`config.mk`:
```
export PLATFORM = sky130hd
export DESIGN_NAME = mem_copy_engine_flat
export DESIGN_NICKNAME = d
export VERILOG_FILES = /design/src/rtl/mem_copy_engine_if.sv /design/src/rtl/mem_copy_engine.sv /design/src/flat_wrapper.sv
export SDC_FILE = /design/constraint.sdc
export NUM_CORES = 1
export LEC_CHECK = 0
export BUFFER_PORTS_ARGS = -buffer_cell sky130_fd_sc_hd__buf_2
export CORE_MARGIN = 1
export CORE_UTILIZATION = 55
export CTS_BUF_LIST = sky130_fd_sc_hd__clkbuf_2
export DETAILED_ROUTE_END_ITERATION = 6
export PLACE_DENSITY = 0.8
export SLEW_MARGIN = 20
export SYNTH_ARGS = -nofsm -noshare
export SYNTH_HDL_FRONTEND = slang
export SYNTH_SLANG_ARGS = --single-unit
```
`constraint.sdc`:
```
create_clock -name sysclk -period 2.4 [get_ports sysclk]
set_input_delay 0.48 -clock sysclk [delete_from_list [all_inputs] [get_ports sysclk]]
set_output_delay 0.48 -clock sysclk [all_outputs]
set_load 0.005 [all_outputs]
```
`src/rtl/mem_copy_engine_if.sv`:
```
`default_nettype none
// ============================================================================
// Module  : mem_copy_engine_if
// Brief   : Control and memory-port bundle for the block copy/fill engine.
// Revision: 1.0
// ============================================================================
interface mem_copy_engine_if #(
    parameter int ADDR_W = 8,
    parameter int DATA_W = 8
);
    logic              start;
    logic              mode;
    logic [ADDR_W-1:0] src_addr;
    logic [ADDR_W-1:0] dst_addr;
    logic [7:0]        len;
    logic [DATA_W-1:0] fill_value;
    logic              busy;
    logic              done;
    logic [ADDR_W-1:0] mem_addr;
    logic [DATA_W-1:0] mem_wdata;
    logic              mem_write;
    logic [DATA_W-1:0] mem_rdata;

    // Engine side: owns the memory port, takes requests from the controller.
    modport master (
        input  start, mode, src_addr, dst_addr, len, fill_value, mem_rdata,
        output busy, done, mem_addr, mem_wdata, mem_write
    );

    // Controller and memory side.
    modport slave (
        output start, mode, src_addr, dst_addr, len, fill_value, mem_rdata,
        input  busy, done, mem_addr, mem_wdata, mem_write
    );
endinterface
`default_nettype wire

```
`src/rtl/mem_copy_engine.sv`:
```
`default_nettype none
// ============================================================================
// Module  : mem_copy_engine
// Brief   : Block copy (src->dst) or fill (const->dst) initiator for a
//           single-port synchronous 256x8 data memory.
// Revision: 1.0
// ============================================================================
module mem_copy_engine #(
    parameter int ADDR_W = 8,
    parameter int DATA_W = 8
) (
    input  wire logic          sysclk,
    input  wire logic          reset,
    mem_copy_engine_if.master  bus
);
    typedef enum logic [1:0] {
        ST_IDLE = 2'd0,
        ST_RD   = 2'd1,
        ST_CAP  = 2'd2,
        ST_WR   = 2'd3
    } state_t;

    localparam logic [ADDR_W-1:0] c_ADDR_ONE = {{(ADDR_W-1){1'b0}}, 1'b1};
    localparam logic [7:0]        c_CNT_ONE  = 8'd1;

    state_t            state_q;
    logic              mode_q;
    logic [ADDR_W-1:0] src_ptr_q;
    logic [ADDR_W-1:0] dst_ptr_q;
    logic [7:0]        cnt_q;
    logic [DATA_W-1:0] fill_q;
    logic              busy_q;
    logic              done_q;
    logic [ADDR_W-1:0] mem_addr_q;
    logic [DATA_W-1:0] mem_wdata_q;
    logic              mem_write_q;

    logic [ADDR_W-1:0] w_src_inc;
    logic [ADDR_W-1:0] w_dst_inc;

    assign w_src_inc = src_ptr_q + c_ADDR_ONE;
    assign w_dst_inc = dst_ptr_q + c_ADDR_ONE;

    always_ff @(posedge sysclk) begin
        if (reset) begin
            state_q     <= ST_IDLE;
            mode_q      <= 1'b0;
            src_ptr_q   <= '0;
            dst_ptr_q   <= '0;
            cnt_q       <= '0;
            fill_q      <= '0;
            busy_q      <= 1'b0;
            done_q      <= 1'b0;
            mem_addr_q  <= '0;
            mem_wdata_q <= '0;
            mem_write_q <= 1'b0;
        end else begin
            done_q <= 1'b0;
            case (state_q)
                ST_IDLE: begin
                    mem_write_q <= 1'b0;
                    if (bus.start) begin
                        if (bus.len == 8'd0) begin
                            done_q <= 1'b1;
                        end else begin
                            mode_q    <= bus.mode;
                            src_ptr_q <= bus.src_addr;
                            dst_ptr_q <= bus.dst_addr;
                            cnt_q     <= bus.len;
                            fill_q    <= bus.fill_value;
                            busy_q    <= 1'b1;
                            if (bus.mode) begin
                                mem_addr_q  <= bus.dst_addr;
                                mem_wdata_q <= bus.fill_value;
                                mem_write_q <= 1'b1;
                                state_q     <= ST_WR;
                            end else begin
                                mem_addr_q  <= bus.src_addr;
                                state_q     <= ST_RD;
                            end
                        end
                    end
                end
                // Read address was presented last cycle; data lands next cycle.
                ST_RD: begin
                    state_q <= ST_CAP;
                end
                ST_CAP: begin
                    mem_addr_q  <= dst_ptr_q;
                    mem_wdata_q <= bus.mem_rdata;
                    mem_write_q <= 1'b1;
                    state_q     <= ST_WR;
                end
                ST_WR: begin
                    cnt_q     <= cnt_q - c_CNT_ONE;
                    src_ptr_q <= w_src_inc;
                    dst_ptr_q <= w_dst_inc;
                    if (cnt_q == c_CNT_ONE) begin
                        mem_write_q <= 1'b0;
                        busy_q      <= 1'b0;
                        done_q      <= 1'b1;
                        state_q     <= ST_IDLE;
                    end else if (mode_q) begin
                        mem_addr_q  <= w_dst_inc;
                        mem_wdata_q <= fill_q;
                        state_q     <= ST_WR;
                    end else begin
                        mem_addr_q  <= w_src_inc;
                        mem_write_q <= 1'b0;
                        state_q     <= ST_RD;
                    end
                end
                default: begin
                    mem_write_q <= 1'b0;
                    busy_q      <= 1'b0;
                    state_q     <= ST_IDLE;
                end
            endcase
        end
    end

    assign bus.busy      = busy_q;
    assign bus.done      = done_q;
    assign bus.mem_addr  = mem_addr_q;
    assign bus.mem_wdata = mem_wdata_q;
    assign bus.mem_write = mem_write_q;
endmodule
`default_nettype wire
```
`src/flat_wrapper.sv`:
```
// flat-port wrapper written by rule: the top's interface ports become plain ports
module mem_copy_engine_flat 
#(
    parameter int ADDR_W = 8,
    parameter int DATA_W = 8
)
  (sysclk, reset, bus_start, bus_mode, bus_src_addr, bus_dst_addr, bus_len, bus_fill_value, bus_mem_rdata, bus_busy, bus_done, bus_mem_addr, bus_mem_wdata, bus_mem_write);
  mem_copy_engine_if #(.ADDR_W(ADDR_W), .DATA_W(DATA_W)) bus_i ();
  input  wire logic sysclk;
  input  wire logic reset;
  input wire logic [$bits(bus_i.start)-1:0] bus_start;
  input wire logic [$bits(bus_i.mode)-1:0] bus_mode;
  input wire logic [$bits(bus_i.src_addr)-1:0] bus_src_addr;
  input wire logic [$bits(bus_i.dst_addr)-1:0] bus_dst_addr;
  input wire logic [$bits(bus_i.len)-1:0] bus_len;
  input wire logic [$bits(bus_i.fill_value)-1:0] bus_fill_value;
  input wire logic [$bits(bus_i.mem_rdata)-1:0] bus_mem_rdata;
  output wire logic [$bits(bus_i.busy)-1:0] bus_busy;
  output wire logic [$bits(bus_i.done)-1:0] bus_done;
  output wire logic [$bits(bus_i.mem_addr)-1:0] bus_mem_addr;
  output wire logic [$bits(bus_i.mem_wdata)-1:0] bus_mem_wdata;
  output wire logic [$bits(bus_i.mem_write)-1:0] bus_mem_write;
  assign bus_i.start = bus_start;
  assign bus_i.mode = bus_mode;
  assign bus_i.src_addr = bus_src_addr;
  assign bus_i.dst_addr = bus_dst_addr;
  assign bus_i.len = bus_len;
  assign bus_i.fill_value = bus_fill_value;
  assign bus_i.mem_rdata = bus_mem_rdata;
  assign bus_busy = bus_i.busy;
  assign bus_done = bus_i.done;
  assign bus_mem_addr = bus_i.mem_addr;
  assign bus_mem_wdata = bus_i.mem_wdata;
  assign bus_mem_write = bus_i.mem_write;
  mem_copy_engine #(.ADDR_W(ADDR_W), .DATA_W(DATA_W)) u_core (.sysclk(sysclk), .reset(reset), .bus(bus_i));
endmodule
```
After elaboration in Yosys (flattened, before gate mapping)
Index checks and enable logic that the tools add are counted.
- register bits after elaboration: 54
- input bits: 44
- output and inout port bits: 19
- logic and storage cells: 78
- add/sub/neg operators: 3
- eq/ne operators: 11
- multiplexer cells: 41
- bitwise gates (word level): 1
- reductions and logical operators: 11
- operators with widths (cell ; count):
    8-bit two-way mux ; 16
    8-bit case mux with 2 select lines ; 3
    8-bit case mux with 3 select lines ; 2
    8-bit by 1-bit adder with 8-bit output, second input constant ; 2
    1-bit two-way mux ; 11
    2-bit two-way mux ; 5
    8-bit by 1-bit == test with 1-bit output, second input constant ; 1
    8-bit zero test ; 1
    2-bit != test, second input constant ; 4
    2-bit case mux with 4 select lines ; 1
    4-bit AND reduction ; 2
    8-bit by 1-bit subtractor with 8-bit output, second input constant ; 1
    3-bit AND reduction ; 2
    6-bit AND reduction ; 1
    2-bit == test, second input constant ; 2
    2-bit by 1-bit != test with 1-bit output, second input constant ; 2
    1-bit case mux with 2 select lines ; 2
    2-bit AND reduction ; 2
    3-bit != test, second input constant ; 1
    1-bit case mux with 3 select lines ; 1
    3-bit nonzero test ; 1
    2-bit by 1-bit == test with 1-bit output, second input constant ; 1
    2-bit zero test ; 1
    2-bit nonzero test ; 1
    1-bit NOT ; 1

Longest topological paths before layout
- depth in word-level cells: 4
- mapped depth: 8

Worst setup path before layout
OpenSTA, ideal clock, no wires.
- kind: input to register
- start: in bus_len[5]
- end: reg u_core.mem_wdata_q[0], in the netlist u_core.bus.mem_wdata[0]
- arrival: 1772 ps
- required time: 2277 ps
- slack: 505 ps
- stages: 5
- buffers on the path: 1
- cell sequence: or4_4 -> o211ai_2 -> a21o_1 -> buf_4 -> mux2_1
- longest elaborated chain between the ends: 3
- ends and longest elaborated chain (what ; RTL line ; source):
    start: declaration ; flat_wrapper.sv:15 ; input wire logic [$bits(bus_i.len)-1:0] bus_len;
    8-bit zero test ; mem_copy_engine.sv:63 ; if (bus.len == 8'd0) begin
    2-bit != test (no line) ; - ;
    6-bit AND reduction (no line) ; - ;
    end signal: assignment ; mem_copy_engine.sv:74 ; mem_wdata_q <= bus.fill_value;
    end signal: assignment ; mem_copy_engine.sv:90 ; mem_wdata_q <= bus.mem_rdata;
    end signal: assignment ; mem_copy_engine.sv:105 ; mem_wdata_q <= fill_q;
    end: declaration ; mem_copy_engine.sv:35 ; logic [DATA_W-1:0] mem_wdata_q;
Every way passes these cells.
A chain may end at the register's enable or synchronous reset.

Final worst setup path
- start: reg u_core.state_q[0]
- end: reg u_core.mem_addr_q[3], in the netlist u_core.bus.mem_addr[3]
- longest elaborated chain between the ends: 3
- elaborated cells on any way between the ends: 9
- ends and longest elaborated chain (what ; RTL line ; source):
    start: declaration ; mem_copy_engine.sv:26 ; state_t state_q;
    start signal: assignment ; mem_copy_engine.sv:46 ; state_q <= ST_IDLE;
    start signal: assignment ; mem_copy_engine.sv:76 ; state_q <= ST_WR;
    start signal: assignment ; mem_copy_engine.sv:79 ; state_q <= ST_RD;
    2-bit == test or 2-bit zero test (tied branches) ; mem_copy_engine.sv:59 ; case (state_q)
    2-bit != test (no line) or 3-bit nonzero test (tied branches) ; - ;
    4-bit AND reduction (no line) ; - ;
    end signal: assignment ; mem_copy_engine.sv:73 ; mem_addr_q <= bus.dst_addr;
    end signal: assignment ; mem_copy_engine.sv:78 ; mem_addr_q <= bus.src_addr;
    end signal: assignment ; mem_copy_engine.sv:89 ; mem_addr_q <= dst_ptr_q;
    end: declaration ; mem_copy_engine.sv:34 ; logic [ADDR_W-1:0] mem_addr_q;
Several ways; a longest one is shown, not always the timed one.

==> results.sh <==
export IMPL_io_pins=63
export IMPL_status="finished clean"
export IMPL_final_nets=537
export IMPL_place_congestion=0.8998
export IMPL_finalHoldWorstSlack_ns=0.1763
export IMPL_min_to="u_core.fill_q[7]"
export IMPL_drtIter0Drc=378
export IMPL_dieArea_um2=6816
export IMPL_grt_ovfl_total=0
export IMPL_clock_root_buffer="clkbuf_2"
export IMPL_port_buffers=62
export IMPL_internal_power_mw=2.184
export IMPL_vdd_ir_drop_max_mv=0.8165
export IMPL_synth_edf_count=0
export IMPL_min_from="bus_fill_value[7]"
export IMPL_cap_violations=0
export IMPL_synth_top_area_cell="dfxtp_1"
export IMPL_layout_worst_path_cycle_share_pct=88.84
export IMPL_hold_class="input port to flip-flop"
export IMPL_core_area_um2=6096
export IMPL_first_pass_iters=6
export IMPL_max_freq_ghz=0.4690
export IMPL_synth_distinct_cells=68
export IMPL_tns_ns=0
export IMPL_fin_util_pct=65.80
export IMPL_cp_required_ns=2.77
export IMPL_crit_slowest_cell="dfxtp_1"
export IMPL_crit_path_cell_trace="inv_1 -> ha_1 -> nor2b_1 -> a311oi_4 -> and2_1 -> a311oi_2"
export IMPL_hold_path_depth=3
export IMPL_postSynthCellCount=435
export IMPL_combinationalPowerShare_pct=53.4
export IMPL_r2r_start="u_core.state_q[0]"
export IMPL_cts_tree="yes"
export IMPL_ys_flop_type="dfxtp_1"
export IMPL_end_kind="flip-flop"
export IMPL_p_sw_share_pct=44.85
export IMPL_drc=0
export IMPL_max_slew_margin_pct=40.70
export IMPL_first_global_vias=3293
export IMPL_synth_seq_area_share_pct=30.28
export IMPL_grt_max_degree=36
export IMPL_dieHeight_um=82.56
export IMPL_drive_above_1_share_pct=23.51
export IMPL_critPathBufInv=1
export IMPL_layout_min_cycle_time_ns=2.132
export IMPL_worstSetupStartpointType="flip-flop"
export IMPL_antenna_left=0
export IMPL_synth_seq_cells=54
export IMPL_yosysTopAreaCellShare_pct=30.28
export IMPL_postCtsHoldBufs=0
export IMPL_num_rows=28
export IMPL_via_per_inst=6.521
export IMPL_clock_path_buffers=2
export IMPL_p_clk_share_pct=10.3
export IMPL_slowest_delay_ns=0.48
export IMPL_worstSkewPairLatency_ns=0.49
export IMPL_worstPathArrival_ns=2.50
export IMPL_seqPwrFrac_pct=36.3
export IMPL_wl_per_cell_um=18.15
export IMPL_tightestPinTransition_ns=0.8814
export IMPL_n_antenna_cell=0
export IMPL_track_usage_pct=30.93
export IMPL_synthToLayoutAreaGrowth_pct=12.37
export IMPL_ff2ff_path_depth=6
export IMPL_numCtsBuffers=5
export IMPL_crit_fanout=11
export IMPL_reg2reg_to="u_core.bus.mem_addr[3]"
export IMPL_crit_type="flip-flop to flip-flop"
export IMPL_syn_area_um2=3570
export IMPL_async_flop_share_pct=0
export IMPL_p_switching_mw=1.776
export IMPL_antenna_found_initial=0
export IMPL_postCtsSetupBuffers=0
export IMPL_hold_viol_final=0
export IMPL_p_per_area_nw_per_um2=987.4
export IMPL_power_leakage_nw=1.612
export IMPL_r2r_slack_ns=0.27
export IMPL_skew_ns=0.03546
export IMPL_start_util_pct=58.56
export IMPL_dpl_hpwl_mm=7.296
export IMPL_drv_slew=0
export IMPL_ctsResizeCount=0
export IMPL_routed_wl_mm=10.17
export IMPL_clkSlewWorstSetupHoldPaths_ns=0.33
export IMPL_cts_sinks=54
export IMPL_critical_path_top_delay_family="simple AND/OR/NAND/NOR gates"
export IMPL_synth_area_top_cells="dfxtp_1 (30%), a21oi_1 (7.4%), nand2_1 (5.5%), mux2i_1 (5.0%), ha_1 (3.2%)"
export IMPL_synth_warnings=0
export IMPL_htreeDepth=2
export IMPL_grt_pass1_wl_mm=15.98
export IMPL_die_w_um=82.56
export IMPL_vias=3652
export IMPL_syn_nets=488
export IMPL_setup_viol=0
export IMPL_syn_avg_cell_area_um2=8.206
export IMPL_rsz0062_at_grt="false"
==> worst max-delay path by stage <==
| stage | end | slack, ns | cells after the start | startpoint |
|---|---|---|---|---|
| 2_1_floorplan | u_core.bus.mem_wdata[0] | 0.51 | 5 | bus_len[5] |
| 3_3_place_gp | u_core.bus.mem_wdata[7] | 0.22 | 5 | bus_len[5] |
| 3_5_place_dp | u_core.bus.mem_wdata[4] | 0.18 | 5 | bus_len[5] |
| 4_1_cts | u_core.bus.mem_addr[3] | 0.27 | 6 | u_core.state_q[0] |
| 5_1_grt | u_core.dst_ptr_q[0] | 0.14 | 7 | u_core.state_q[1] |
| 6_report | u_core.bus.mem_addr[3] | 0.27 | 6 | u_core.state_q[0] |
==> metrics by stage <==
| stage | area, µm² | setup WS, ns | total power [mW] | instances |
|---|---|---|---|---|
| after floorplan | 3570 | 0.5051 | 2.894 | 435 |
| after global placement | 3960 | 0.2205 | 3.450 | 552 |
| final | 4011 | 0.2678 | 3.961 | 560 |
| after detailed placement | 3960 | 0.1759 | 3.526 | 552 |
| after global routing | 4011 | 0.1447 | 4.243 | 560 |
| after CTS | 4011 | 0.2750 | 3.935 | 560 |
==> placed cells by master (no fill, tap or decap), types with 3 or more instances in the layout <==
cell	n
a31oi_1	3
nor4_1	4
nand2b_1	3
a21oi_1	53
and3_1	5
a211oi_1	5
and3b_1	3
nor2_1	12
or3_1	3
inv_1	10
buf_2	62
ha_1	8
clkbuf_2	5
mux2i_1	18
a311oi_2	6
nor2b_1	12
o22ai_1	11
dfxtp_1	54
buf_4	19
o21ai_0	10
a32o_1	5
and2_1	3
a21o_1	5
mux2_1	8
a221oi_1	6
nand2_1	52
o32ai_1	8
nor3_1	13
nand3_1	12
a22oi_1	13
==> state kept, by name (all words and copies together), names as in the netlist <==
name                  flops
u_core.bus.mem_addr       8
u_core.dst_ptr_q          8
u_core.bus.busy           1
u_core.bus.mem_write      1
u_core.state_q            2
u_core.mode_q             1
u_core.fill_q             8
u_core.src_ptr_q          8
u_core.bus.mem_wdata      8
u_core.bus.done           1
u_core.cnt_q              8
==> cell usage after synthesis, drive strengths merged (12+ instances only) <==
library cell,n
nand2,52
a22oi,13
dfxtp,54
a21oi,53
nor2b,12
mux2i,18
nand3,12
clkbuf,21
nor2,13
nor3,14
buf,19
==> worst register-to-register path, delay by kind of cell, from the launching register on <==
family	cells	cell delay (ns)
buffers and inverters	1	0.13
adders and majority gates	1	0.34
AOI/OAI and AO/OA	2	0.46
DFF	1	0.48
and+or+nand+nor	2	0.63
==> routing by layer <==
layer,up-vias,GRT usage (%),wire length [µm],share of wire [%]
li1,1738,-,-,-
met1,1701,40.98,4181,41
met2,196,49.50,4836,48
met3,17,6.264,998,9.8
met4,0,11.38,148,1.5
met5,-,0,0,0
==> logic make-up (layout without fill, tap and decap cells) <==
group                      Yosys count  in the layout  share of synthesized area (%)
AOI/OAI and AO/OA                  154            154                          31.55
and+or+nand+nor                    140            140                          21.03
DFF                                 54             54                          30.28
buffers and inverters               51            101                          6.169
muxes                               26             26                          7.571
adders and majority gates            9              9                          3.155
xor gates and xnor gates             1              1                         0.2454
==> power by group through the flow <==
stage / Combinational [mW] / Clock, mW / Sequential [mW]
floorplan: 1.51 / 0 / 1.38
global placement: 2.02 / 0 / 1.43
detailed placement: 2.08 / 0 / 1.45
CTS: 2.09 / 0.422 / 1.43
global route: 2.32 / 0.448 / 1.48
finish: 2.11 / 0.409 / 1.44
==> layout make-up <==
cell class / count / area, µm²
tap: 75 / 93.84
multi-input combinational: 330 / 2271
inverter: 11 / 41.29
timing repair buffer: 82 / 473.0
fill: 515 / 2085
clock inverter: 3 / 26.28
clock buffer: 5 / 25.02
sequential: 54 / 1081
No activity file was read; power rests on OpenSTA's default activity.
